[config.mk]
export PLATFORM = sky130hd
export DESIGN_NAME = display_scheduler
export DESIGN_NICKNAME = d
export VERILOG_FILES = /design/src/rtl/display_scheduler.sv
export SDC_FILE = /design/constraint.sdc
export NUM_CORES = 1
export LEC_CHECK = 0
export CORE_MARGIN = 2
export CORE_UTILIZATION = 48
export DETAILED_ROUTE_END_ITERATION = 10
export PLACE_DENSITY = 0.93
export SLEW_MARGIN = 20
export SYNTH_ARGS = -nofsm -noshare
export SYNTH_HDL_FRONTEND = slang
export SYNTH_SLANG_ARGS = --single-unit
export TNS_END_PERCENT = 1
[constraint.sdc]
create_clock -name CP -period 4.85 [get_ports CP]
set_input_delay 1.2125 -clock CP [delete_from_list [all_inputs] [get_ports CP]]
set_output_delay 1.2125 -clock CP [all_outputs]
set_load 0.005 [all_outputs]
[src/rtl/display_scheduler.sv]
// Round-robin time-sharing of the 8-digit display between three requesters.
// Optional expiry blink of the digit mask is enabled by defining DISP_BLINK_EN.
module display_scheduler #(
  parameter int          CLK_DIV   = 100000,
  parameter int          HOLD_MS   = 2000,
  parameter int          GAP_MS    = 100,
  parameter logic [31:0] IDLE_DATA = 32'h0000_0000
) (
  input  logic        CP,
  input  logic        RST,
  input  logic [2:0]  REQ,
  input  logic [31:0] DATA0,
  input  logic [31:0] DATA1,
  input  logic [31:0] DATA2,
  output logic [2:0]  GRANT,
  output logic [2:0]  DONE,
  output logic [31:0] DISP_DATA,
  output logic [7:0]  DISP_MASK,
  output logic        BUSY
);

  localparam logic [1:0] S_IDLE = 2'd0;
  localparam logic [1:0] S_SHOW = 2'd1;
  localparam logic [1:0] S_GAP  = 2'd2;

  localparam int PW     = (CLK_DIV > 1) ? $clog2(CLK_DIV) : 1;
  localparam int MS_MAX = (HOLD_MS > GAP_MS) ? HOLD_MS : GAP_MS;
  localparam int MSW    = $clog2(MS_MAX + 1);

  localparam logic [PW-1:0]  PRESC_LAST = PW'(CLK_DIV - 1);
  localparam logic [MSW-1:0] HOLD_LAST  = MSW'(HOLD_MS - 1);
  localparam logic [MSW-1:0] GAP_LAST   = (GAP_MS > 0) ? MSW'(GAP_MS - 1) : '0;
  localparam logic [1:0]     LEAVE_ST   = (GAP_MS == 0) ? S_IDLE : S_GAP;

  logic [1:0]     state_q, state_d;
  logic [PW-1:0]  presc_q, presc_d;
  logic [MSW-1:0] ms_q, ms_d;
  logic [1:0]     ptr_q, ptr_d;
  logic [1:0]     sel_q, sel_d;
  logic [2:0]     grant_q, grant_d;
  logic [2:0]     done_q, done_d;
  logic [31:0]    disp_data_q, disp_data_d;

  logic           tick;
  logic [1:0]     cand1, cand2, pick;
  logic [31:0]    data_sel;
  logic [7:0]     show_mask;

  function automatic logic [1:0] next_idx(input logic [1:0] p);
    return (p == 2'd2) ? 2'd0 : p + 2'd1;
  endfunction

  assign tick = (presc_q == PRESC_LAST);

  // Search order starts just after the last owner, so a continuous requester waits its turn.
  always_comb begin
    cand1 = next_idx(ptr_q);
    cand2 = next_idx(cand1);
    if (REQ[cand1])      pick = cand1;
    else if (REQ[cand2]) pick = cand2;
    else                 pick = ptr_q;
  end

  always_comb begin
    case (sel_q)
      2'd0:    data_sel = DATA0;
      2'd1:    data_sel = DATA1;
      default: data_sel = DATA2;
    endcase
  end

  always_comb begin
    state_d = state_q;
    ms_d    = ms_q;
    ptr_d   = ptr_q;
    sel_d   = sel_q;
    grant_d = grant_q;
    done_d  = 3'b000;
    presc_d = tick ? '0 : presc_q + PW'(1);
    case (state_q)
      S_IDLE: begin
        if (|REQ) begin
          state_d = S_SHOW;
          sel_d   = pick;
          ptr_d   = pick;
          grant_d = 3'b001 << pick;
          ms_d    = '0;
        end
      end
      S_SHOW: begin
        // Release wins over a final tick landing in the same cycle.
        if (!REQ[sel_q]) begin
          state_d = LEAVE_ST;
          grant_d = 3'b000;
          ms_d    = '0;
        end else if (tick && (ms_q == HOLD_LAST)) begin
          state_d = LEAVE_ST;
          grant_d = 3'b000;
          done_d  = grant_q;
          ms_d    = '0;
        end else if (tick) begin
          ms_d = ms_q + MSW'(1);
        end
      end
      S_GAP: begin
        if (tick) begin
          if (ms_q == GAP_LAST) begin
            state_d = S_IDLE;
            ms_d    = '0;
          end else begin
            ms_d = ms_q + MSW'(1);
          end
        end
      end
      default: begin
        state_d = S_IDLE;
        grant_d = 3'b000;
        ms_d    = '0;
      end
    endcase
    if (state_d != state_q) presc_d = '0;
    // First SHOW cycle still shows idle data; the owner's word lands one cycle after grant.
    disp_data_d = ((state_q == S_SHOW) && (state_d == S_SHOW)) ? data_sel : IDLE_DATA;
  end

  always_ff @(posedge CP) begin
    if (RST) begin
      state_q     <= S_IDLE;
      presc_q     <= '0;
      ms_q        <= '0;
      ptr_q       <= 2'd2;
      sel_q       <= 2'd0;
      grant_q     <= 3'b000;
      done_q      <= 3'b000;
      disp_data_q <= IDLE_DATA;
    end else begin
      state_q     <= state_d;
      presc_q     <= presc_d;
      ms_q        <= ms_d;
      ptr_q       <= ptr_d;
      sel_q       <= sel_d;
      grant_q     <= grant_d;
      done_q      <= done_d;
      disp_data_q <= disp_data_d;
    end
  end

`ifdef DISP_BLINK_EN
  localparam int BLINK_PER   = (HOLD_MS / 16 > 0) ? HOLD_MS / 16 : 1;
  localparam int BW          = (BLINK_PER > 1) ? $clog2(BLINK_PER) : 1;
  localparam int BLINK_START = HOLD_MS - HOLD_MS / 4;

  logic          blink_on_q, blink_on_d;
  logic [BW-1:0] blink_cnt_q, blink_cnt_d;
  logic          in_window;

  assign in_window = (state_q == S_SHOW) && (ms_q >= MSW'(BLINK_START));

  always_comb begin
    blink_on_d  = blink_on_q;
    blink_cnt_d = blink_cnt_q;
    if (!in_window) begin
      blink_on_d  = 1'b0;
      blink_cnt_d = '0;
    end else if (tick) begin
      if (blink_cnt_q == BW'(BLINK_PER - 1)) begin
        blink_on_d  = ~blink_on_q;
        blink_cnt_d = '0;
      end else begin
        blink_cnt_d = blink_cnt_q + BW'(1);
      end
    end
  end

  always_ff @(posedge CP) begin
    if (RST) begin
      blink_on_q  <= 1'b0;
      blink_cnt_q <= '0;
    end else begin
      blink_on_q  <= blink_on_d;
      blink_cnt_q <= blink_cnt_d;
    end
  end

  assign show_mask = (in_window && !blink_on_q) ? 8'h00 : 8'hFF;
`else
  assign show_mask = 8'hFF;
`endif

  always_comb begin
    case (state_q)
      S_SHOW:  DISP_MASK = show_mask;
      S_GAP:   DISP_MASK = 8'h00;
      default: DISP_MASK = 8'hFF;
    endcase
  end

  assign GRANT     = grant_q;
  assign DONE      = done_q;
  assign DISP_DATA = disp_data_q;
  assign BUSY      = (state_q != S_IDLE);

endmodule
Yosys cells after proc, flatten, opt, wreduce, memory -nomap -nowiden
Index checks and enable logic that the tools add are counted.
Cells by class
  reductions and logical operators: 12
  magnitude comparators: 3
  mux-type cells: 29
  $add $sub $neg: 4
  shift-type cells: 1
  bitwise logic cells: 5
  eq/ne operators: 14
Operators by type and width (number)
  two-way mux 11 bit: 6
  one-hot mux 32 bit (2 select lines): 1
  one-hot mux 11 bit (3 select lines): 1
  two-way mux 2 bit: 9
  adder 17 x 1 -> 17 bit, second input constant: 1
  == test 17 bit, second input constant: 1
  adder 11 x 1 -> 11 bit, second input constant: 1
  == test 11 bit, second input constant: 1
  == test 11 x 7 -> 1 bit, second input constant: 1
  less-than comparator 2 x 3 -> 1 bit, second input constant: 3
  two-way mux 3 bit: 3
  one-hot mux 3 bit (3 select lines): 1
  two-way mux 8 bit: 1
  binary-select mux 1 bit (select 2 bit): 3
  == test 2 x 1 -> 1 bit, second input constant: 3
  == test 2 bit, second input constant: 3
  one-hot mux 2 bit (3 select lines): 1
  AND reduction 3 bit: 2
  OR reduction 3 bit: 2
  inverter 1 bit: 5
  adder 2 x 1 -> 2 bit, second input constant: 2
  zero test 2 bit: 2
  != test 2 bit, second input constant: 2
  != test 4 bit, second input constant: 1
  9 further kinds: 12
Storage, ports and cells
  register bits after elaboration: 72
  output and inout port bits: 47

Longest topological paths before layout
  depth after elaboration: 11
  gate-level depth with buffers: 9
  depth with buffers taken out: 7

Worst setup path before layout
No wires, ideal clock.
  path type: input to register
  start: in REQ[2]
  end: reg disp_data_q[10], in the netlist DISP_DATA[10]
  arrival time: 2582 ps
  stages: 8
  buffers on the path: 3
  slack: 2205 ps
  cells stage by stage: clkbuf_1 -> nand4b_1 -> o21ai_2 -> o21ai_2 -> or3_1 -> buf_4 -> buf_12 -> nor2_4
On the way
  cells in the longest elaborated chain, start to end: 8
  elaborated cells on any way between the ends: 10
Ends and longest elaborated chain
  start: declaration: line 11  | input logic [2:0] REQ,
  binary-select mux 1 bit (select 2 bit): line 92  | if (!REQ[sel_q]) begin
  two-way mux 1 bit (implied by the code): line 92
  two-way mux 2 bit: line 92
  one-hot mux 2 bit (3 select lines) (*): line 80  | case (state_q)
  == test 2 x 1 -> 1 bit (*): line 123  | disp_data_d = ((state_q == S_SHOW) && (state_d == S_SHOW)) ? data_sel : IDLE_DATA;
  logical AND 1 bit (*): line 123
  inverter 1 bit (no source line) (*)
  OR reduction 2 bit (no source line) (*)
  end signal: assignment: line 144  | disp_data_q <= disp_data_d;
  end: declaration: line 42  | logic [31:0] disp_data_q, disp_data_d;
Mark *: on every way between the ends. The rest lies on a longest branch, timed or not. The select of a mux whose other input is x is not followed.
A chain may end at the register's enable or synchronous reset.

Worst setup path in the final report
  start: in REQ[0]
  end: reg disp_data_q[12], in the netlist DISP_DATA[12]
The elaborated chain is that of the path after synthesis.

==> impl_metrics.py <==
metrics = {
    "global_route": {
        "grt_pass1_vias": 3629,
        "grt_pass1_wl_mm": 16.95,
        "grt_max_degree": 70,
        "grt-ovfl-total": 0,
        "antenna_found_initial": 0,
        "grt_use_total": 0.2452,
    },
    "synth": {
        "synth_enable_flop_cells": 0,
        "ys_seq_area_frac": 0.3682,
        "synthFlopType": "dfxtp_1",
        "yosysWarnings": 0,
        "syn-num-nets": 552,
        "async_flop_share": 0,
        "syn_avg_cell_area_sq_um": 8.674,
        "synthesis.instances": 445,
        "synth_seq_cells": 71,
        "synthDistinctLibCells": 56,
        "netlist_area_sq_um": 3860,
    },
    "die": {
        "die_w_um": 93.68,
        "core_sq_um": 7767,
        "die_y_um": 93.68,
        "initial_core_util": 0.4969,
        "die-area_sq_um": 8775,
        "ios": 148,
        "fp-row-count": 32,
    },
    "clock_network": {
        "post_cts_resized": 0,
        "cts_made_buffers": 9,
        "clk-insertion-delay-late_ps": 340,
        "post_cts_buffers": 0,
        "clk_pin_slew_ps": 70,
        "cts_tree": "built",
        "clockRootBuffer": "clkbuf_8",
        "clockBufferDepth": 2,
        "cts_htree_levels": 3,
        "ctsHoldBuffers": 0,
        "clock-sinks": 71,
    },
    "routing": {
        "ant_nets": 0,
        "first_iter_violations": 209,
        "vias_per_cell": 5.565,
        "drt_wl_total_mm": 10.89,
        "drc": 0,
        "vias": 3745,
        "dr.pass1.iters": 5,
        "wl_per_cell_um": 16.18,
    },
    "worst_setup_path": {
        "path_cells": "clkdlybuf4s50_1 -> mux2i_2 -> o21ai_2 -> o21ai_2 -> or3_2 -> buf_4 -> nor2_1",
        "timing.critical_path.mode_cell": "o21ai_2",
        "path_buf_inv": 2,
        "crit_slowest_cell": "clkdlybuf4s50_1",
        "arrival_ps": 3560,
        "start_kind": "primary input",
        "worstSetupPathType": "primary input to flop",
        "slowest_delay_ps": 690,
        "path_delay_family": "buffers and inverters",
        "cp-end-kind": "flop",
        "crit_required_ps": 5100,
        "worst-path-max-fanout": 32,
    },
    "final_layout": {
        "drive_above_1_share": 0.08581,
        "layout_commonest_cell": "clkdlybuf4s50_1",
        "final_cell_mix": "clkdlybuf4s50_1 (147), nor2_1 (79), dfxtp_1 (69), a21oi_1 (39), mux2i_1 (33)",
        "fill_cells": 547,
        "final_area_sq_um": 5410,
        "area_delta_synth_final_pct": 40.16,
        "finish.net_count": 674,
        "antenna_cells": 0,
        "finalNonFillerCells": 673,
    },
    "hold_path": {
        "worst_hold_path_type": "flop to flop",
    },
    "timing": {
        "period_share": 0.6812,
        "worst_hold_slack_ps": 479.5,
        "final-hold-violation-count": 0,
        "setup-violations-final": 0,
        "fin_crit_ps": 3304,
        "tightest_slew_ps": 1140,
        "rsz0062_at_grt": "no",
        "fin_worst_skew_ps": 10.30,
        "finalMaxSlewViolations": 0,
        "max_freq_mhz": 302.7,
        "worst_slack_ps": 1546,
        "final.setup.tns_ps": 0,
        "slew_headroom": 0.2402,
    },
    "placement": {
        "dp_hpwl_mm": 8.027,
        "pre_cts_ws_ps": 1198,
        "dp.cells": 658,
        "numPortBuffers": 147,
        "post_dp_cell_area_sq_um": 5246,
        "place.gp.congestion": 0.8920,
    },
    "pwr": {
        "leakagePower_uw": 0.001920,
        "power.density_nw_per_um2": 319.5,
        "ir_worst_vdd_mv": 0.2199,
    },
    "job": {
        "max_cap_viol_count": 0,
    },
    "outcome": {
        "status": "complete, no violations",
    },
}
==> power by group <==
part	internal, uW	switching, uW
combinational	292	350
clock	194	208
sequential	628	56.3
total	1110	614
==> Yosys cell counts, types with 3 or more instances <==
cell | instances | area share
nor2_4 | 20 | 0.058
nand3_1 | 24 | 0.031
inv_1 | 10 | 0.0097
nor2_1 | 79 | 0.077
mux2i_1 | 33 | 0.086
buf_2 | 9 | 0.012
o31ai_1 | 3 | 0.0058
buf_4 | 8 | 0.016
a21oi_1 | 39 | 0.051
dfxtp_1 | 71 | 0.37
or2_2 | 3 | 0.0049
or4_1 | 3 | 0.0058
xor2_1 | 11 | 0.025
ha_1 | 6 | 0.019
o211ai_1 | 4 | 0.0078
nand4_1 | 10 | 0.016
and2_1 | 4 | 0.0065
buf_1 | 4 | 0.0039
xnor2_1 | 5 | 0.011
and4_1 | 3 | 0.0068
o21ai_0 | 9 | 0.012
o2111ai_1 | 14 | 0.032
nand2_1 | 12 | 0.012
clkbuf_1 | 13 | 0.013
or3_1 | 5 | 0.0081
nand2b_1 | 4 | 0.0065
==> per-stage QoR <==
stage,power (uW),util
after floorplan,1116,-
final,1729,0.6965
after global routing,1819,0.6965
after detailed placement,1328,0.6754
after global placement,1296,0.6754
after CTS,1731,0.6965
==> path summary, 6_finish.rpt <==
path / startpoint / end / slack, ps / cells after the start
hold reg to reg: GRANT[1] / GRANT[1] / 480 / 2
hold / removal: GRANT[1] / GRANT[1] / 480 / 2
setup reg to reg: ptr_q[0] / DISP_DATA[12] / 1990 / 6
setup / recovery: REQ[0] / DISP_DATA[12] / 1550 / 7
==> area by class of cell <==
class	count	area, sq um	area share
inverter	10	37.54	0.006938
sequential	71	1424	0.2632
clock buffer	11	141.4	0.02613
timing repair buffer	149	1486	0.2747
tap	102	127.6	0.02359
multi-input combinational	326	2171	0.4012
clock inverter	4	22.52	0.004163
==> worst reg2reg max path, stage by stage (launching register included) <==
cell	delay [ps]
dfxtp_2	1080
mux2i_2	220
o21ai_2	280
o21ai_2	110
or3_2	460
buf_4	350
nor2_1	270
==> state kept, by name (all words and copies together) (netlist names) <==
register and count:
sel_q 1, GRANT 3, ms_q 11, presc_q 17, state_q 2, ptr_q 2, DISP_DATA 32, DONE 3
==> layer usage <==
layer,routed length [um],GRT usage,up-vias
li1,-,-,1806
met1,3867,0.2627,1756
met2,6132,0.4688,158
met3,622,0.05457,25
met4,263,0.08575,0
met5,0,0,-
==> kinds of logic after synthesis <==
family | share of synthesized area
adders and majority gates | 0.01945
and+or+nand+nor | 0.2716
muxes | 0.08914
xor gates and xnor gates | 0.03630
AOI/OAI and AO/OA | 0.1455
DFF | 0.3682
buffers and inverters | 0.06969
No activity file was read; power rests on OpenSTA's default activity.
